[src/rtl/santacrc_tamagotchi.sv]
// Virtual-pet core: hunger/happiness/energy decayed by a game tick and driven by four edge-detected buttons.
// Latency 1 cycle from a sampled button edge or tick to the registered outputs; no backpressure, DEAD ignores input until reset.
module santacrc_tamagotchi #(
    parameter int TICK_DIV   = 1000,
    parameter int ACT_CYCLES = 4,
    parameter int SICK_LIMIT = 8
) (
    input  logic       clk,
    input  logic       rst_n,
    input  logic       ena,
    input  logic [7:0] ui_in,
    input  logic [7:0] uio_in,
    output logic [7:0] uo_out,
    output logic [7:0] uio_out,
    output logic [7:0] uio_oe
);
    localparam int TCW = $clog2(TICK_DIV);
    localparam int ACW = $clog2(ACT_CYCLES + 1);
    localparam int SCW = $clog2(SICK_LIMIT + 1);

    typedef enum logic [2:0] {
        ST_IDLE     = 3'd0,
        ST_EATING   = 3'd1,
        ST_PLAYING  = 3'd2,
        ST_SLEEPING = 3'd3,
        ST_SICK     = 3'd4,
        ST_DEAD     = 3'd5
    } state_t;

    state_t           state;
    state_t           state_nxt;
    logic [3:0]       hunger;
    logic [3:0]       happiness;
    logic [3:0]       energy;
    logic [3:0]       hun_nxt;
    logic [3:0]       hap_nxt;
    logic [3:0]       eng_nxt;
    logic [TCW-1:0]   tick_cnt;
    logic [TCW-1:0]   tick_nxt;
    logic [SCW-1:0]   sick_cnt;
    logic [SCW-1:0]   sick_nxt;
    logic [ACW-1:0]   act_cnt;
    logic [ACW-1:0]   act_nxt;
    logic [3:0]       btn_prev;
    logic [3:0]       press;
    logic             tick;
    logic             acted;
    logic [4:0]       d_hun;
    logic [4:0]       d_hap;
    logic [4:0]       d_eng;

    logic unused_inputs;
    assign unused_inputs = &{1'b0, ena, uio_in, ui_in[7:4]};

    // Deltas are 5-bit two's complement; result is clamped once to 0..15.
    function automatic logic [3:0] sat4(input logic [3:0] v, input logic [4:0] d);
        logic [6:0] s;
        s = {3'b000, v} + {{2{d[4]}}, d};
        if (s[6])
            sat4 = 4'd0;
        else if (|s[5:4])
            sat4 = 4'd15;
        else
            sat4 = s[3:0];
    endfunction

    always_ff @(posedge clk) begin
        if (rst_n) begin
            state     <= ST_IDLE;
            hunger    <= 4'd0;
            happiness <= 4'd15;
            energy    <= 4'd15;
            tick_cnt  <= '0;
            sick_cnt  <= '0;
            act_cnt   <= '0;
            btn_prev  <= 4'd0;
        end else begin
            state     <= state_nxt;
            hunger    <= hun_nxt;
            happiness <= hap_nxt;
            energy    <= eng_nxt;
            tick_cnt  <= tick_nxt;
            sick_cnt  <= sick_nxt;
            act_cnt   <= act_nxt;
            btn_prev  <= ui_in[3:0];
        end
    end

    always_comb begin
        press     = ui_in[3:0] & ~btn_prev;
        tick      = (state != ST_DEAD) && (tick_cnt == TCW'(TICK_DIV - 1));
        state_nxt = state;
        tick_nxt  = tick_cnt;
        sick_nxt  = sick_cnt;
        act_nxt   = act_cnt;
        d_hun     = 5'd0;
        d_hap     = 5'd0;
        d_eng     = 5'd0;
        acted     = 1'b0;

        if (state != ST_DEAD)
            tick_nxt = tick ? '0 : tick_cnt + TCW'(1);

        if (tick) begin
            d_hun = 5'd1;
            case (state)
                ST_SLEEPING: d_eng = 5'd2;
                ST_SICK: begin
                    d_hap    = 5'h1F;
                    sick_nxt = sick_cnt + SCW'(1);
                end
                default: begin
                    d_hap = 5'h1F;
                    d_eng = 5'h1F;
                end
            endcase
        end

        // Only the highest-priority press is considered, even if this state ignores it.
        if (press[0]) begin
            if (state == ST_IDLE) begin
                d_hun     = d_hun - 5'd4;
                state_nxt = ST_EATING;
                act_nxt   = '0;
                acted     = 1'b1;
            end else if (state == ST_SICK) begin
                d_hun = d_hun - 5'd4;
            end
        end else if (press[1]) begin
            if (state == ST_IDLE && energy >= 4'd2) begin
                d_hap     = d_hap + 5'd3;
                d_eng     = d_eng - 5'd2;
                d_hun     = d_hun + 5'd1;
                state_nxt = ST_PLAYING;
                act_nxt   = '0;
                acted     = 1'b1;
            end
        end else if (press[2]) begin
            if (state == ST_IDLE) begin
                state_nxt = ST_SLEEPING;
                acted     = 1'b1;
            end else if (state == ST_SLEEPING) begin
                state_nxt = ST_IDLE;
                acted     = 1'b1;
            end
        end else if (press[3]) begin
            if (state == ST_SICK) begin
                d_hap     = d_hap + 5'd2;
                sick_nxt  = '0;
                state_nxt = ST_IDLE;
                acted     = 1'b1;
            end
        end

        hun_nxt = sat4(hunger, d_hun);
        hap_nxt = sat4(happiness, d_hap);
        eng_nxt = sat4(energy, d_eng);

        // Tick/timer-driven transitions only apply when no action moved the state.
        if (!acted) begin
            case (state)
                ST_IDLE: begin
                    if (tick && (hun_nxt == 4'd15 || hap_nxt == 4'd0)) begin
                        state_nxt = ST_SICK;
                        sick_nxt  = '0;
                    end
                end
                ST_EATING, ST_PLAYING: begin
                    if (act_cnt == ACW'(ACT_CYCLES - 1))
                        state_nxt = ST_IDLE;
                    else
                        act_nxt = act_cnt + ACW'(1);
                end
                ST_SLEEPING: begin
                    if (eng_nxt == 4'd15)
                        state_nxt = ST_IDLE;
                end
                ST_SICK: begin
                    if (sick_nxt == SCW'(SICK_LIMIT))
                        state_nxt = ST_DEAD;
                end
                default: ;
            endcase
        end
    end

    always_comb begin
        uo_out  = {energy, state != ST_DEAD, state};
        uio_out = {happiness, hunger};
        uio_oe  = 8'hFF;
    end
endmodule

[config.mk]
export PLATFORM = sky130hd
export DESIGN_NAME = santacrc_tamagotchi
export DESIGN_NICKNAME = d
export VERILOG_FILES = /design/src/rtl/santacrc_tamagotchi.sv
export SDC_FILE = /design/constraint.sdc
export NUM_CORES = 1
export LEC_CHECK = 0
export ABC_AREA = 1
export BUFFER_PORTS_ARGS = -buffer_cell sky130_fd_sc_hd__buf_4
export CAP_MARGIN = 20
export CORE_MARGIN = 3
export CORE_UTILIZATION = 35
export CTS_CLUSTER_DIAMETER = 80
export CTS_CLUSTER_SIZE = 8
export DETAILED_ROUTE_END_ITERATION = 6
export SLEW_MARGIN = 20
export SYNTH_ARGS = -nofsm -noshare
export SYNTH_HDL_FRONTEND = slang
export SYNTH_SLANG_ARGS = --single-unit
[constraint.sdc]
create_clock -name clk -period 4.41 [get_ports clk]
set_clock_uncertainty 0.05 [all_clocks]
set_input_delay 0.882 -clock clk [delete_from_list [all_inputs] [get_ports clk]]
set_output_delay 0.882 -clock clk [all_outputs]
set_load 0.02 [all_outputs]
==> metrics list, run 1 <==
- Together, buffers and inverters on the worst path number 3.
- The first global-routing pass estimated 9.63 mm of wire.
* Register area share after synthesis: 26.9%
- The signal on the critical path passes through nor2_4 -> inv_2 -> nor2_2 -> inv_1 -> ha_1 -> or2_2 -> a31oi_1 -> ha_1 -> nand3_1 -> nand3_1 -> a21oi_1 -> nand3b_1 -> nand2_1 -> o21ai_1 -> nand2_1 -> o21ai_2 -> nand2_1 -> nand2_1 -> nand2_1 -> o21ai_1 -> inv_1.
- Buffers placed on the I/O ports in this run total 21.
* Pleak: 1.49 nW
* Cell with the largest stage delay on the worst path: dfxtp_1
- In the synthesized netlist the async set-or-reset flop fraction comes to 0%.
* Worst hold path endpoint: act_cnt[2]
* Cell with the most instances on the worst path: nand2_1
- Entering global routing, the biggest net connects 15 pins.
- Data on the critical path is required at its endpoint by 4.54 ns.
* Netlist Area Pre-Place: 2680 sq um
- Hold is met by 0.394 ns.
* Number of enable-type register cells in the synthesized netlist: 0
- Dividing the detail-routed wire length by the instance count gives 11.4 um.
- Of all nets on the critical path, the largest fanout is 8.
* Layout overhead on the synthesized area: 12.6%
- Post-detail-place hpwl: 4.47 mm
- Of all cell types, the one taking the most synthesized area is dfxtp_1.
- Crit-path max cell delay: 0.45 ns
* R2r setup slk: 0.34 ns
* Setup TNS: 0 ns
- Setup violations, final: 0
- Complex-gate fraction of the synthesized area: 13.3%
- The critical path is of the reg2reg type.
- Share of synthesized area spent on multiplexers: 0%
* Clock insertion delay at the later pin of the skew report: 0.30 ns
- Global routing consumed, on the met1 layer, 17.2% of the routing resources.
- The clock passes through at most 2 buffers.
- Starting density of the core: 36.5%
- After layout, the design draws a total of 1.26 mW.
- Shortest period the worst path allows: 4.07 ns
- Summing the areas of all fa, ha and maj instances in the mapped netlist gives 13.5% of the synthesized area.
* Yosys warns: 0
- In this run, synthesis produced a sequential element count of 36.
* Worst supply voltage drop on vdd: 0.133 mV
- Max Slew Vio Count: 0
- In this run the critical register-to-register path is captured at state[1].
- Overall via count from detail_route: 2336
- Global routing used 2.98% of the available met3 tracks.
- Leaving out fill and tap cells, the most frequent cells in the layout are 62 x nand2_1, 52 x inv_1, 36 x nor2_1, 36 x dfxtp_1, 24 x ha_1.
- The number of global-route vias before repair is 2195.
- Top post-synthesis cells by area: dfxtp_1 27%, ha_1 11%, nand2_1 8.7%
- Hold_buf cts: 0
- In the finished design, the share of the clock period the worst path needs comes to 92.2%.
- After synthesis, the netlist uses 47 different library cells.
* Crit path capture type: flip-flop
* Final RePlAce weighted congestion: 0.893
* Area of the core: 7330 sq um
- Cell count of the worst hold path: 2
* TritonCTS clock tree: built
- Row generation in the floorplan step produced 31 rows.
* RSZ-0062 raised after global routing: no
- In this run the most used layer during global routing was met2.
- Slew HR: 64.7%
- Ys flop type: dfxtp_1
- Number of diodes: 0
- Total Routed Length: 5.60 mm
- CTS placed an instance of clkbuf_8 at the clock tree root.
* Highest clock frequency the design can meet: 246 MHz
* Instance count after placement with tap cells included: 485
* GRT Residual Overflow: 0
* Cell family with the largest share of critical-path delay: simple AND/OR/NAND/NOR gates
- TritonCTS buffer count: 5
- Launch point of the worst hold path: act_cnt[2]
- The run finished with clean final reports.
- In the global route stage, overall resource usage came out at 13.6%.
- Dividing the synthesized area by the synthesized cell count gives 7.25 sq um.
- The worst register-to-register path begins at state[0].
* DRC violation count after routing: 0
- Basic-gate share of the synthesized area counting and, or, nand and nor cells: 31.0%
* Hold Path Class: reg2reg
- Sink count of the clock tree: 36
- For this block, the initial DRC count from the detailed router was 149.
- Post-route worst setup slack: 0.344 ns
- Kind of start point of the critical path: flip-flop
- The die covers 8730 sq um.
- The worst register-to-register path has a depth of 21.
- Number of nets in the finished design: 439
- Max-cap violations in this run came to 0.
* Layout cell share with drive strength beyond 1: 18.0%
- Setup slack at placement: 0.326 ns
* Synthesized netlist cell count: 369
- The synthesized netlist devotes 3.23% of its cell area to XOR and XNOR gates.
- Count of instances resized after the clock tree is built: 0
* Commonest non-fill, non-tap cell in the layout: nand2_1
- Buffers added to address setup during post-CTS repair amount to 0.
* First-pass DRT Iterations: 4
- Largest family of logic cells by synthesized area: simple AND/OR/NAND/NOR gates
- Of the post-synthesis cell area, the dominant cell type holds 26.9%.
- Critical path data arrival time: 4.20 ns
* Die Wd: 93.4 um
- Power density over the cells: 419 nW/um^2
- Fill cell count: 779
* Routed Antenna Nets: 0
* Clock-pin slew on the worst setup and hold paths: 0.09 ns
- Antenna violations before repair: 0
- The number of hold-slack violations in the final timing report is 0.
- Routing usage on met2: 23.4%
* Number of H-tree levels: 2
- In this run the count of I/O pins placed on the die edge is 43.
* Detail-routed via count per cell: 4.74
* Least-Margin Pin Slew: 0.529 ns
- In this run the vertical extent of the chip is 93.4 um.
* Post-route insts no fill: 493
[flip-flops by register name, indices dropped and copies added, names as in the netlist]
| signal | cells |
|---|---|
| sick_cnt | 4 |
| hunger | 4 |
| tick_cnt | 10 |
| happiness | 4 |
| state | 3 |
| act_cnt | 3 |
| btn_prev | 4 |
| energy | 4 |
[cells by family after synthesis]
family                     count (synthesis)
xor gates and xnor gates                   9
and+or+nand+nor                          161
DFF                                       36
adders and majority gates                 27
buffers and inverters                     74
other                                      1
AOI/OAI and AO/OA                         61
[worst reg2reg max path: cells and delay by family, from the launching register on]
family,cells,cell delay (ns)
compound gates,5,1.01
fa+ha+maj,2,0.61
buf+inv,3,0.34
flops,1,0.45
simple gates,11,1.46
[per-stage QoR]
stage               area (sq um)  util (%)
floorplan                   2700         -
global placement            2910      39.6
detailed placement          2910      39.6
CTS                         3010      41.1
global route                3010      41.1
finish                      3010      41.1
[worst max path at each step]
stage | startpoint | endpoint | slack [ns] | cells after the start
after global placement | ui_in[0] | state[1] | 0.34 | 25
final | state[0] | state[1] | 0.34 | 21
after floorplan | ui_in[0] | sick_cnt[0] | 0.85 | 22
after CTS | state[0] | state[1] | 0.37 | 21
after global routing | state[2] | state[1] | 0.08 | 20
after detailed placement | ui_in[0] | sick_cnt[3] | 0.33 | 23
[area by class of cell]
type	instances	area (sq um)	share of cell area, %
Clock buffer	6	72.6	2.41
Inverter	63	239	7.93
Tap cell	99	124	4.11
Multi-Input combinational cell	266	1660	55.2
Clock inverter	2	35.0	1.16
Timing Repair Buffer	21	158	5.23
Sequential cell	36	721	23.9
[cells in the mapped netlist (3+ instances only)]
cell type / number
nor2_1: 36
fa_1: 3
inv_2: 10
o21ai_1: 7
ha_1: 24
xor2_1: 7
nor2_4: 4
nor3_1: 7
a21oi_1: 22
nand3_1: 13
nand2_1: 62
o21ai_0: 18
nand4_1: 8
inv_1: 52
nor3b_1: 3
buf_4: 8
dfxtp_1: 36
nand2_2: 8
[power breakdown]
group | switching (mW) | internal [mW]
clock | 0.129 | 0.168
combinational | 0.339 | 0.209
sequential | 0.0444 | 0.373
[layer usage]
metal	part of all wire (%)	up-vias	wire, um
met4	1.4	0	81
met3	5.2	11	292
met5	0	-	0
li1	-	1225	-
met2	46	61	2580
met1	47	1039	2640
Power figures use the tool's default switching activity.
==> inputs of run 2 (changes only) <==
--- a/config.mk
+++ b/config.mk
@@ -10,6 +10,7 @@
 export CAP_MARGIN = 20
 export CORE_MARGIN = 3
 export CORE_UTILIZATION = 35
+export CTS_BUF_LIST = sky130_fd_sc_hd__clkbuf_16
 export CTS_CLUSTER_DIAMETER = 80
 export CTS_CLUSTER_SIZE = 8
 export DETAILED_ROUTE_END_ITERATION = 6
==> run 2 against run 1 <==
- count of clock-buffer cells in the layout shrank 1
- non-clock buffer count stayed put
- cell count unchanged
- sequential share of layout area decreased by 0.44 points
- critical endpoint unchanged
- largest cell class unchanged
==> metrics list, run 2 (synthesis gave the netlist of run 1 again) <==
* Fill cell count: 771 (was 779)
- Global-route wire length before repair: 9.68 mm (was 9.63 mm)
* Die Y-Extent: 93.4 um (unchanged)
- Area of the core: 7330 sq um (unchanged)
- The worst endpoint required time was 4.53 ns (was 4.54 ns).
* Number of nets in the finished design: 439 (unchanged)
* GRT Residual Overflow: 0 (unchanged)
* DRC violation count after routing: 0 (unchanged)
* Final Hold Viols: 0 (unchanged)
- The initial core utilization came to 36.5% (unchanged).
- Kind of start point of the critical path: flip-flop (unchanged)
- Slew HR: 65.4% (was 64.7%)
- Max Cap Viol: 0 (unchanged)
- Layout cell share with drive strength beyond 1: 18.0% (unchanged)
- Count of instances resized after the clock tree is built: 0 (unchanged)
- The final antenna-violating net count was 0 (unchanged).
- Highest clock frequency the design can meet: 246 MHz (about the same)
* Largest fanout of any net on the critical path: 8 (unchanged)
* First-iteration detailed-routing DRC count: 129 (was 149)
- Input/output buffers: 21 (unchanged)
* Hold_buf cts: 0 (unchanged)
- Clock root buffer: clkbuf_16 (was clkbuf_8)
- The worst-case clock buffer depth is 2 (unchanged).
* Via count of the first global-routing pass: 2188 (was 2195)
- Standard-cell rows: 31 (unchanged)
- Leading cell types in the layout, fill and taps excluded: 62 x nand2_1, 53 x inv_1, 36 x nor2_1, 36 x dfxtp_1, 24 x ha_1 (was 62 x nand2_1, 52 x inv_1, 36 x nor2_1, 36 x dfxtp_1, 24 x ha_1)
- Antenna violations before repair: 0 (unchanged)
* RSZ-0062 raised after global routing: no (unchanged)
- The fraction of the cycle the final worst path needs was 92.1% (was 92.2%).
* Post-detail-place hpwl: 4.47 mm (unchanged)
* TritonCTS buffer count: 5 (unchanged)
- The number of optimization iterations in the first detailed-route pass is 4 (unchanged).
- Least-Margin Pin Slew: 0.519 ns (was 0.529 ns)
- The total vias in the final route came to 2335 (was 2336).
- Total Routed Length: 5.63 mm (was 5.60 mm)
- The count of antenna diodes in the layout came to 0 (unchanged).
- Shortest period the worst path allows: 4.06 ns (was 4.07 ns)
- The number of setup violations in the final report is 0 (unchanged).
- The number of flip-flops under the largest register name came to 10 (unchanged).
- Setup TNS: 0 ns (unchanged)
- The most flop-heavy register was tick_cnt (unchanged).
- Die Footprint: 8730 sq um (unchanged)
* Average routed wire per standard cell: 11.4 um (about the same)
- The arrival time of data at the critical path endpoint came to 4.18 ns (was 4.20 ns).
* Worst supply voltage drop on vdd: 0.186 mV (was 0.133 mV)
- Minimum hold slack: 0.392 ns (was 0.394 ns)
- Sink count of the clock tree: 36 (unchanged)
* Hold Path Class: reg2reg (unchanged)
- Commonest non-fill, non-tap cell in the layout: nand2_1 (unchanged)
- Layout overhead on the synthesized area: 14.7% (was 12.6%)
- Overall routing resource usage: 13.7% (was 13.6%)
- Clock-pin slew on the worst setup and hold paths: 0.06 ns (was 0.09 ns)
* Detail-routed via count per cell: 4.74 (about the same)
- The leakage power summed over all cells was 1.52 nW (was 1.49 nW).
- The critical path capture point type was a flip-flop (unchanged).
- The cell area power density is 447 nW/um^2 (was 419 nW/um^2).
- Status: complete, no violations (unchanged)
- The placer's final routability congestion estimate is 0.893 (unchanged).
- The CTS tree was built (unchanged).
* Max Slew Vio Count: 0 (unchanged)
- IO Count: 43 (unchanged)
- Pin count of the biggest net entering global routing: 15 (unchanged)
- Setup fix buffers added after clock tree synthesis: 0 (unchanged)
- The level count of the clock H-tree was 2 (unchanged).
* Clock insertion delay at the later pin of the skew report: 0.28 ns (was 0.30 ns)
- The x dimension of the die came to 93.4 um (unchanged).
- Crit path kind: reg2reg (unchanged)
## run 2: layer usage
metal / track usage, % / part of all wire, % / wire length (um)
met5: 0 / 0 / 0
met4: 3.42 / 1.2 / 70
met3: 2.98 / 4.5 / 256
met2: 23.6 / 47 / 2630
met1: 17.3 / 47 / 2670
## run 2: stage by stage
step / instances / instance area, sq um / worst slack [ns] / power (mW) / util (%)
global placement: 485 / 2910 / 0.344 / 0.968 / 39.6
global route: 493 / 3070 / 0.0889 / 1.48 / 41.9
detailed placement: 485 / 2910 / 0.326 / 0.975 / 39.6
finish: 493 / 3070 / 0.348 / 1.37 / 41.9
floorplan: 376 / 2700 / 0.847 / 0.836 / -
CTS: 493 / 3070 / 0.377 / 1.39 / 41.9
## run 2: final cells by class
class	count	area [sq um]	share of cell area [%]
repair buffers	21	158	5.14
flip-flops and latches	36	721	23.5
multi-input cells	266	1660	54.2
inverters	63	239	7.79
well taps	99	124	4.04
clock buffers	5	125	4.08
clock inverters	3	38.8	1.26
## run 2: final timing paths
path                            startpoint         end  slack [ns]  cells after the start
worst min register to register  act_cnt[2]  act_cnt[2]        0.39                      2
worst max register to register    state[0]    state[1]        0.35                     21
worst max-delay path              state[0]    state[1]        0.35                     21
worst min-delay path            act_cnt[2]  act_cnt[2]        0.39                      2
## run 2: power by group
group | internal (mW) | switching (mW)
combinational | 0.209 | 0.340
sequential | 0.374 | 0.0446
clock | 0.264 | 0.141
## run 2: critical path: stages (launching register included)
cell,delay [ns]
dfxtp_1,0.44
nor2_4,0.17
inv_2,0.08
nor2_2,0.26
inv_1,0.20
ha_1,0.30
or2_2,0.29
a31oi_1,0.33
ha_1,0.31
nand3_1,0.08
nand3_1,0.11
a21oi_1,0.20
nand3b_1,0.13
nand2_1,0.10
o21ai_1,0.13
nand2_1,0.10
o21ai_2,0.22
nand2_1,0.08
nand2_1,0.06
nand2_1,0.07
o21ai_1,0.16
inv_1,0.05
